### src/rtl/hilo_exec_pkg.sv
// Purpose: shared constants and types for the HI/LO multiply-divide execution unit.
// Latency: n/a (package only).
// Backpressure: n/a (package only).
package hilo_exec_pkg;

    // hilo_op is one-hot, same bit order as the decoder:
    // {mfhi, mflo, mthi, mtlo, mult, multu, div, divu, mul}
    localparam int HILO_W     = 9;
    localparam int HILO_MFHI  = 8;
    localparam int HILO_MFLO  = 7;
    localparam int HILO_MTHI  = 6;
    localparam int HILO_MTLO  = 5;
    localparam int HILO_MULT  = 4;
    localparam int HILO_MULTU = 3;
    localparam int HILO_DIV   = 2;
    localparam int HILO_DIVU  = 1;
    localparam int HILO_MUL   = 0;

    // One restoring step per cycle, one quotient bit per step.
    localparam int DIV_STEPS = 32;
    localparam int DIV_CNT_W = $clog2(DIV_STEPS);

    typedef enum logic [1:0] {
        ST_IDLE = 2'd0,
        ST_MUL  = 2'd1,
        ST_DIV  = 2'd2,
        ST_DONE = 2'd3
    } hilo_state_t;

    // Magnitude of a 32-bit value when treated as signed; raw value otherwise.
    // 0x80000000 maps to itself, which is the correct unsigned magnitude.
    function automatic logic [31:0] mag32(input logic [31:0] v, input logic is_signed);
        return (is_signed && v[31]) ? (~v + 32'd1) : v;
    endfunction

endpackage

### src/rtl/div_radix2.sv
// Purpose: iterative unsigned restoring radix-2 divider datapath (quotient, partial remainder, step counter).
// Latency: one quotient bit per step; DIV_STEPS steps after load; last flags the final step.
// Backpressure: none; the owner issues load/step/abort and decides when results are consumed.
// Ports: clk/rst; load latches dividend/divisor magnitudes, step performs one iteration,
//        abort clears all state; quotient/remainder are valid after the last step; last is
//        high while the counter sits on the final step.
module div_radix2
    import hilo_exec_pkg::*;
(
    input  logic        clk,
    input  logic        rst,
    input  logic        load,
    input  logic        step,
    input  logic        abort,
    input  logic [31:0] dividend,
    input  logic [31:0] divisor,
    output logic [31:0] quotient,
    output logic [31:0] remainder,
    output logic        last
);

    // quo_q starts as the dividend and shifts left; quotient bits enter at the bottom.
    logic [31:0]          quo_q;
    logic [31:0]          rem_q;
    logic [31:0]          dvs_q;
    logic [DIV_CNT_W-1:0] cnt_q;

    logic [32:0] shifted;
    logic [32:0] trial;

    // rem_q < divisor always holds, so shifted < 2*divisor and trial's top bit
    // is set exactly when the subtraction would go negative.
    always_comb begin
        shifted = {rem_q, quo_q[31]};
        trial   = shifted - {1'b0, dvs_q};
    end

    always_ff @(posedge clk or negedge rst) begin
        if (!rst) begin
            quo_q <= '0;
            rem_q <= '0;
            dvs_q <= '0;
            cnt_q <= '0;
        end else if (abort) begin
            quo_q <= '0;
            rem_q <= '0;
            dvs_q <= '0;
            cnt_q <= '0;
        end else if (load) begin
            quo_q <= dividend;
            rem_q <= '0;
            dvs_q <= divisor;
            cnt_q <= '0;
        end else if (step) begin
            if (!trial[32]) begin
                rem_q <= trial[31:0];
                quo_q <= {quo_q[30:0], 1'b1};
            end else begin
                rem_q <= shifted[31:0];
                quo_q <= {quo_q[30:0], 1'b0};
            end
            cnt_q <= cnt_q + 1'b1;
        end
    end

    assign quotient  = quo_q;
    assign remainder = rem_q;
    assign last      = (cnt_q == DIV_CNT_W'(DIV_STEPS - 1));

endmodule

### src/rtl/hilo_exec.sv
// Purpose: EX-stage HI/LO unit: mult/multu/mul, div/divu, mthi/mtlo, mfhi/mflo.
// Latency: mul ops stall 2 cycles, div ops stall 33 cycles, then one non-stalled DONE cycle; others 0.
// Backpressure: stallreq holds the pipeline; in_valid/operands must stay stable while it is high.
// Ports: clk, rst (async active-low); in_valid, hilo_op (one-hot), src1 (rs), src2 (rt), flush;
//        stallreq, rf_wdata (mfhi/mflo/mul result), hi_o, lo_o (architectural HI/LO).
module hilo_exec
    import hilo_exec_pkg::*;
(
    input  logic              clk,
    input  logic              rst,
    input  logic              in_valid,
    input  logic [HILO_W-1:0] hilo_op,
    input  logic [31:0]       src1,
    input  logic [31:0]       src2,
    input  logic              flush,
    output logic              stallreq,
    output logic [31:0]       rf_wdata,
    output logic [31:0]       hi_o,
    output logic [31:0]       lo_o
);

    hilo_state_t state_q;

    // Latched instruction class for the multi-cycle ops.
    logic k_mul_rf_q;   // mul: result to GPR, HI/LO untouched
    logic k_mult_q;     // mult/multu: product to HI/LO
    logic k_div_q;      // div/divu: quotient/remainder to LO/HI
    logic k_signed_q;   // mult, mul, div

    logic [31:0] a_q;
    logic [31:0] b_q;
    logic [63:0] prod_q;
    logic [31:0] hi_q;
    logic [31:0] lo_q;

    logic        act;
    logic        is_mulop;
    logic        is_divop;
    logic        issue_mul;
    logic        issue_div;
    logic        op_signed;
    logic [63:0] mul_a;
    logic [63:0] mul_b;
    logic [63:0] product;
    logic [31:0] div_quo;
    logic [31:0] div_rem;
    logic        div_last;
    logic        q_neg;
    logic        r_neg;
    logic [31:0] quo_fix;
    logic [31:0] rem_fix;

    always_comb begin
        // Reset gates issue so stallreq is forced low while rst is asserted.
        act       = rst & in_valid & ~flush & (state_q == ST_IDLE);
        is_mulop  = hilo_op[HILO_MULT] | hilo_op[HILO_MULTU] | hilo_op[HILO_MUL];
        is_divop  = hilo_op[HILO_DIV] | hilo_op[HILO_DIVU];
        issue_mul = act & is_mulop;
        // Divide by zero never enters the FSM: no stall, HI/LO untouched.
        issue_div = act & is_divop & (src2 != 32'd0);
        op_signed = hilo_op[HILO_MULT] | hilo_op[HILO_MUL] | hilo_op[HILO_DIV];
    end

    assign stallreq = ~flush & (issue_mul | issue_div |
                                (state_q == ST_MUL) | (state_q == ST_DIV));

    // Sign-extend to 64 bits for signed ops so the low 64 bits of the product are exact.
    always_comb begin
        mul_a   = {{32{k_signed_q & a_q[31]}}, a_q};
        mul_b   = {{32{k_signed_q & b_q[31]}}, b_q};
        product = mul_a * mul_b;
    end

    div_radix2 u_div (
        .clk       (clk),
        .rst       (rst),
        .load      (issue_div),
        .step      ((state_q == ST_DIV) & ~flush),
        .abort     (flush),
        .dividend  (mag32(src1, hilo_op[HILO_DIV])),
        .divisor   (mag32(src2, hilo_op[HILO_DIV])),
        .quotient  (div_quo),
        .remainder (div_rem),
        .last      (div_last)
    );

    // Quotient negative iff operand signs differ; remainder follows the dividend.
    always_comb begin
        q_neg   = k_signed_q & (a_q[31] ^ b_q[31]);
        r_neg   = k_signed_q & a_q[31];
        quo_fix = q_neg ? (~div_quo + 32'd1) : div_quo;
        rem_fix = r_neg ? (~div_rem + 32'd1) : div_rem;
    end

    always_ff @(posedge clk or negedge rst) begin
        if (!rst) begin
            state_q    <= ST_IDLE;
            k_mul_rf_q <= 1'b0;
            k_mult_q   <= 1'b0;
            k_div_q    <= 1'b0;
            k_signed_q <= 1'b0;
            a_q        <= '0;
            b_q        <= '0;
            prod_q     <= '0;
            hi_q       <= '0;
            lo_q       <= '0;
        end else if (flush) begin
            // Flush beats issue and completion: drop everything, no HI/LO write.
            state_q <= ST_IDLE;
            prod_q  <= '0;
        end else begin
            case (state_q)
                ST_IDLE: begin
                    if (issue_mul || issue_div) begin
                        state_q    <= issue_mul ? ST_MUL : ST_DIV;
                        k_mul_rf_q <= hilo_op[HILO_MUL];
                        k_mult_q   <= hilo_op[HILO_MULT] | hilo_op[HILO_MULTU];
                        k_div_q    <= is_divop;
                        k_signed_q <= op_signed;
                        a_q        <= src1;
                        b_q        <= src2;
                    end
                    if (act && hilo_op[HILO_MTHI]) hi_q <= src1;
                    if (act && hilo_op[HILO_MTLO]) lo_q <= src1;
                end
                ST_MUL: begin
                    prod_q  <= product;
                    state_q <= ST_DONE;
                end
                ST_DIV: begin
                    if (div_last) state_q <= ST_DONE;
                end
                ST_DONE: begin
                    state_q <= ST_IDLE;
                    if (k_mult_q) begin
                        hi_q <= prod_q[63:32];
                        lo_q <= prod_q[31:0];
                    end else if (k_div_q) begin
                        hi_q <= rem_fix;
                        lo_q <= quo_fix;
                    end
                end
                default: state_q <= ST_IDLE;
            endcase
        end
    end

    // mfhi/mflo read the registered values: no bypass of a same-cycle write.
    always_comb begin
        rf_wdata = '0;
        if (state_q == ST_DONE) begin
            if (k_mul_rf_q && !flush) rf_wdata = prod_q[31:0];
        end else if (state_q == ST_IDLE && in_valid) begin
            if (hilo_op[HILO_MFHI])      rf_wdata = hi_q;
            else if (hilo_op[HILO_MFLO]) rf_wdata = lo_q;
        end
    end

    assign hi_o = hi_q;
    assign lo_o = lo_q;

endmodule

### config.mk
export PLATFORM = sky130hd
export DESIGN_NAME = hilo_exec
export DESIGN_NICKNAME = d
export VERILOG_FILES = /design/src/rtl/hilo_exec_pkg.sv /design/src/rtl/div_radix2.sv /design/src/rtl/hilo_exec.sv
export SDC_FILE = /design/constraint.sdc
export NUM_CORES = 2
export LEC_CHECK = 0
export BUFFER_PORTS_ARGS = -buffer_cell sky130_fd_sc_hd__buf_2
export CAP_MARGIN = 20
export CORE_MARGIN = 8
export CORE_UTILIZATION = 60
export DETAILED_ROUTE_END_ITERATION = 10
export GPL_ROUTABILITY_DRIVEN = 0
export HOLD_SLACK_MARGIN = 0.05
export PLACE_DENSITY = 0.77
export SLEW_MARGIN = 40
export SYNTH_ARGS = -nofsm -noshare
export SYNTH_HDL_FRONTEND = slang
export SYNTH_SLANG_ARGS = --single-unit
### constraint.sdc
create_clock -name clk -period 9.7 [get_ports clk]
set_clock_uncertainty 0.05 [all_clocks]
set_input_delay 0.485 -clock clk [delete_from_list [all_inputs] [get_ports clk]]
set_output_delay 0.485 -clock clk [all_outputs]
set_load 0.02 [all_outputs]
# Word-level counts from Yosys, hierarchy flattened
# Cells that the tools add are included.
[word_totals]
ff_bits = 299
output_inout_bits = 97
[op_classes]
eq_ne = 9
n_reduce_logical = 18
n_addsub = 6
n_bitwise = 25
n_mul = 1
muxes = 37
[ops]
columns = ["operator", "n"]
rows = [
  ["32-bit two-way mux", 24],
  ["32-bit by 1-bit adder with 32-bit output (second input constant)", 4],
  ["64-bit two-way mux", 2],
  ["32-bit inverter", 4],
  ["32-bit one-hot mux with 2 select lines", 2],
  ["33-bit by 33-bit multiplier with 64-bit output", 1],
  ["33-bit by 32-bit subtractor with 33-bit output", 1],
  ["32-bit nonzero test", 1],
  ["5-bit two-way mux", 3],
  ["1-bit bitwise AND", 11],
  ["2-bit two-way mux", 4],
  ["1-bit bitwise OR", 8],
  ["2-bit one-hot mux with 4 select lines", 1],
  ["4-bit AND reduction", 2],
  ["1-bit logical AND", 6],
  ["3-bit inequality test (second input constant)", 2],
  ["2-bit nonzero test", 3],
  ["5-bit by 1-bit adder with 5-bit output (second input constant)", 1],
  ["5-bit == test (second input constant)", 1],
  ["2-bit == test (second input constant)", 2],
  ["2-bit by 1-bit inequality test with 1-bit output (second input constant)", 2],
  ["3-bit by 2-bit inequality test with 1-bit output (second input constant)", 1],
  ["3-bit AND reduction", 1],
  ["3-bit nonzero test", 1],
  ["other kinds (8)", 8],
]

# Longest topological paths before layout
[depth]
ltp_word = 9
mapped_depth = 33

# Modules after synthesis
# Synthesis repeated with hierarchy kept, for this count alone.
[unflattened]
cells_unflattened = 6351
hier_area_um2 = 56633.1
[modules_own_cells]
columns = ["mod", "cells_per_inst", "n_inst", "area_each_um2"]
rows = [
  ["hilo_exec", 5615, 1, 50049.3],
  ["div_radix2", 736, 1, 6583.8],
]

# Worst setup path after synthesis
# No wires, ideal clock.
[synth_timing]
path_kind = "register -> register"
startpoint = "reg a_q[31]"
endpoint = "reg prod_q[63]"
setup_slack_ns = 0.921
stages_incl_launch_ff = 32
required_time_ns = 9.518
t_arrival_ns = 8.598
period_less_slack_ns = 8.779
cell_sequence = "dfrtp_1 > clkbuf_1 > and2_1 > clkbuf_1 > clkbuf_1 > clkbuf_1 > nand2_1 > inv_1 > fa_1 > inv_1 > fa_1 > inv_1 > fa_1 > fa_1 > inv_1 > fa_1 > inv_1 > fa_1 > inv_1 > fa_1 > fa_1 > inv_1 > ha_1 > and3_1 > a221o_1 > a211o_1 > a21o_1 > o31ai_1 > o21ai_0 > xnor2_1 > mux2i_1 > nor2_1"
[synth_between]
elab_chain_len = 4
[synth_lines]
columns = ["item", "line_no", "rtl"]
rows = [
  ["start: declaration", "hilo_exec.sv:30", "logic [31:0] a_q;"],
  ["start signal: assignment", "hilo_exec.sv:120", "a_q <= src1;"],
  ["1-bit bitwise AND", "hilo_exec.sv:69", "mul_a = {{32{k_signed_q & a_q[31]}}, a_q};"],
  ["33-bit by 33-bit multiplier with 64-bit output (*)", "hilo_exec.sv:71", "product = mul_a * mul_b;"],
  ["64-bit two-way mux (*)", "hilo_exec.sv:112", "case (state_q)"],
  ["64-bit two-way mux (*)", "hilo_exec.sv:107", "end else if (flush) begin"],
  ["end signal: assignment", "hilo_exec.sv:127", "prod_q <= product;"],
  ["end: declaration", "hilo_exec.sv:32", "logic [63:0] prod_q;"],
]
# Mark *: on every way between the ends. The rest lies on a longest branch, timed or not. The select of a mux whose other input is x is not followed.
# A chain may end at the register's enable or synchronous reset.

# Worst setup path after layout
[layout_timing]
startpoint = "reg b_q[10]"
endpoint = "reg prod_q[62]"
[layout_between]
elab_chain_len = 3
[layout_lines]
columns = ["item", "line_no", "rtl"]
rows = [
  ["start: declaration", "hilo_exec.sv:31", "logic [31:0] b_q;"],
  ["start signal: assignment", "hilo_exec.sv:121", "b_q <= src2;"],
  ["33-bit by 33-bit multiplier with 64-bit output", "hilo_exec.sv:71", ""],
  ["64-bit two-way mux", "hilo_exec.sv:112", ""],
  ["64-bit two-way mux", "hilo_exec.sv:107", ""],
]
# Every way passes these cells. The select of a mux whose other input is x is not followed.

==> reports/qor.txt <==
Status - completed
Setup_tns - 0 ns
Synthesis-stage register bit count - 299
Max Buffers Root-to-Sink - 3
Mapped Cells - 6137
Total clock sinks - 299
DRT Wirelength - 158000 µm
Chip height - 320 µm
1st-pass router iterations - 9
WS Path Type - flop to flop
CTS tree - built
Adder-Cell Fraction of Synth Area - 46.3%
Antenna violations before repair - 11
Commonest non-fill, non-tap cell in the layout - inv_1
Commonest non-fill, non-tap cells in the layout - inv_1, fa_1, nand2_1, and2_1, o21ai_0
Routed Antenna Nets - 0
R2r startpoint - b_q[10]$_DFFE_PN0P_
Largest net degree at the start of global routing - 161
Average size of a mapped cell - 9.06 µm²
Reg area - 7520 µm²
Post-Syn Nets - 7596
First-pass GRT wire length - 256000 µm
DR vias - 43700
RSZ-0062 raised after global routing - no
CP endpoint kind - flop
Reg2reg path depth - 26
Fin. Hold Viols - 0
Startpoint class of the critical path - flop
Post-layout min period - 8.88 ns
Worst path arrival time - 9.27 ns
Mux cell area share after synthesis - 2.67%
Final setup fails - 0
Port-buffer cells - 173
Synth top area cells - fa_1, dfrtp_1, inv_1
Tightest Pin Transition - 0.922 ns
Yosys top cell area share - 40.6%
Effective utilization at floorplan - 60.6%
Multi-input logic area - 42300 µm²
Max Freq - 0.113 GHz
P&R area growth vs syn - 5.51%
Hold-critical path depth - 2
Vias in the first global route - 46800
Vias per Instance - 5.97
Distinct cell type count after synthesis - 83
Area of the die - 103000 µm²
Drt wl/cell - 21.6 µm
Fin. max-slew vios - 0
Sequential area share after synthesis - 13.5%
# rows - 111
Reg2reg end - prod_q[62]$_DFFE_PN0P_
Hold_ws - 0.168 ns
Post-synth ARST share - 100%
Placed cells - 7251
Die Width - 320 µm
Final HPWL DP - 127000 µm
Layout cells sized above 1 - 7.71%
Final Cycle Share - 91.5%
Setup bufs post-CTS - 0
Synth warnings - 0
Skew-Pair Late Insertion Delay - 0.61 ns
GRT overflow - 0
Max-cap check violation count - 0
Synth Area in XOR/XNOR - 3.54%
Max Fanout on Critical Path - 24
Required time worst endpoint - 10.09 ns
Worst R2R Setup Slack - 0.82 ns
Boundary pin count - 174
Core ar. - 91700 µm²
Primary FF master, synth - dfrtp_1
GRT Total Usage - 31.5%
Syn Std Cell Area - 55600 µm²
Worst slew margin - 38.6%
Synth area leader - fa_1
Clk pin slew, worst setup/hold paths - 0.07 ns
Fill count - 7468
Drt drc - 0
Largest family of logic cells by synthesized area - adder cells
Final Net Count - 7559
Worst Hold Class - input pin to flop
Compound-Gate Fraction of Synth Area - 8.62%
Simple-Gate Fraction of Synth Area - 14.8%
# H-tree levels - 1
Hold_sp - src2[28]
Final cell count without fillers - 7321
Post-synth EDFFs - 0
Root Buffer Master - clkbuf_16
Worst Hold Path EP - b_q[28]$_DFFE_PN0P_
DRT iter0 DRCs - 4218
Clock buffer count from CTS - 31
==> state kept, by name, summed over array words and instances, names as in the netlist <==
register         cells
prod_q              64
a_q                 32
b_q                 32
hi_o                32
lo_o                32
u_div.dvs_q         32
u_div.quotient      32
u_div.remainder     32
u_div.cnt_q          5
state_q              2
k_div_q              1
k_mul_rf_q           1
k_mult_q             1
k_signed_q           1
==> synthesized netlist by cell type, types with 32 or more instances <==
library cell  count
or3_1            47
mux2i_1          82
fa_1           1126
inv_1          1187
o31ai_1          45
nand2_1         988
nor2_1          168
clkbuf_1        328
dfrtp_1         299
and3_1           33
o21ai_0         286
mux2_2           59
xnor2_1         135
and2_1          353
a21oi_1         151
xor2_1           86
ha_1            256
a22oi_1          32
a21o_1           49
a31oi_1          47
nor3_1           32
==> layer usage <==
metal	GRT usage, %	wire length [µm]	up-vias
met5	0	46	-
met4	14.7	8930	6
met3	6.22	14400	534
met2	52.4	76300	2262
met1	39.7	58600	22200
li1	-	-	18700
==> worst max-delay path by stage <==
| stage | endpoint | depth (start not counted) | startpoint | slack, ns |
|---|---|---|---|---|
| after floorplan | prod_q[63]$_DFFE_PN0P_ | 31 | a_q[31]$_DFFE_PN0P_ | 0.92 |
| after global placement | prod_q[63]$_DFFE_PN0P_ | 26 | b_q[13]$_DFFE_PN0P_ | 0.97 |
| after detailed placement | prod_q[63]$_DFFE_PN0P_ | 26 | b_q[9]$_DFFE_PN0P_ | 0.91 |
| after CTS | prod_q[63]$_DFFE_PN0P_ | 26 | b_q[9]$_DFFE_PN0P_ | 0.89 |
| after global routing | prod_q[63]$_DFFE_PN0P_ | 27 | b_q[6]$_DFFE_PN0P_ | 0.34 |
| final | prod_q[62]$_DFFE_PN0P_ | 26 | b_q[10]$_DFFE_PN0P_ | 0.82 |
==> layout make-up <==
type / count / area share [%]
multi-input combinational: 4291 / 72.1
tap: 1186 / 2.53
antenna: 10 / 0.0427
clock inverter: 14 / 0.316
sequential: 299 / 12.8
clock buffer: 44 / 1.47
inverter: 1187 / 7.60
timing repair buffer: 290 / 3.08
==> critical path, stage by stage (launching register included) <==
cell,delay [ns]
dfrtp_1,0.77
buf_4,0.42
nand2_1,0.14
fa_1,0.52
fa_1,0.55
inv_1,0.05
fa_1,0.51
fa_1,0.52
inv_1,0.06
fa_1,0.53
inv_1,0.05
fa_1,0.49
fa_1,0.52
inv_1,0.05
fa_1,0.52
inv_1,0.06
ha_1,0.36
a21oi_1,0.29
o21ai_0,0.14
or3_1,0.32
a211oi_1,0.45
o31a_2,0.28
a31oi_1,0.14
a311oi_1,0.42
a21oi_1,0.16
o211ai_1,0.19
o311ai_1,0.11
==> through the flow <==
stage | instance area [µm²] | util (%) | setup WS [ns]
4_1_cts | 58600 | 63.9 | 0.886
2_1_floorplan | 55600 | - | 0.921
3_5_place_dp | 57500 | 62.7 | 0.911
6_report | 58600 | 64.0 | 0.821
5_1_grt | 58600 | 63.9 | 0.340
3_3_place_gp | 57400 | 62.7 | 0.974
==> cells by family after synthesis <==
| group | after synthesis |
|---|---|
| AND/OR/NAND/NOR | 1771 |
| XOR/XNOR | 223 |
| flip-flops | 299 |
| buffers and inverters | 1547 |
| AO/OA/AOI/OAI | 774 |
| adder cells (fa/ha/maj) | 1382 |
| multiplexers | 141 |
==> timing repair <==
| action | in CTS | in global routing |
|---|---|---|
| hold buffers | 1 | 0 |
| hold endpoints to repair | 68 | 0 |
| gates resized for setup | 0 | 0 |
Power is left out: the tool's default activity adds up to more than one toggle a clock period on the data nets, which glitch-free logic cannot reach.
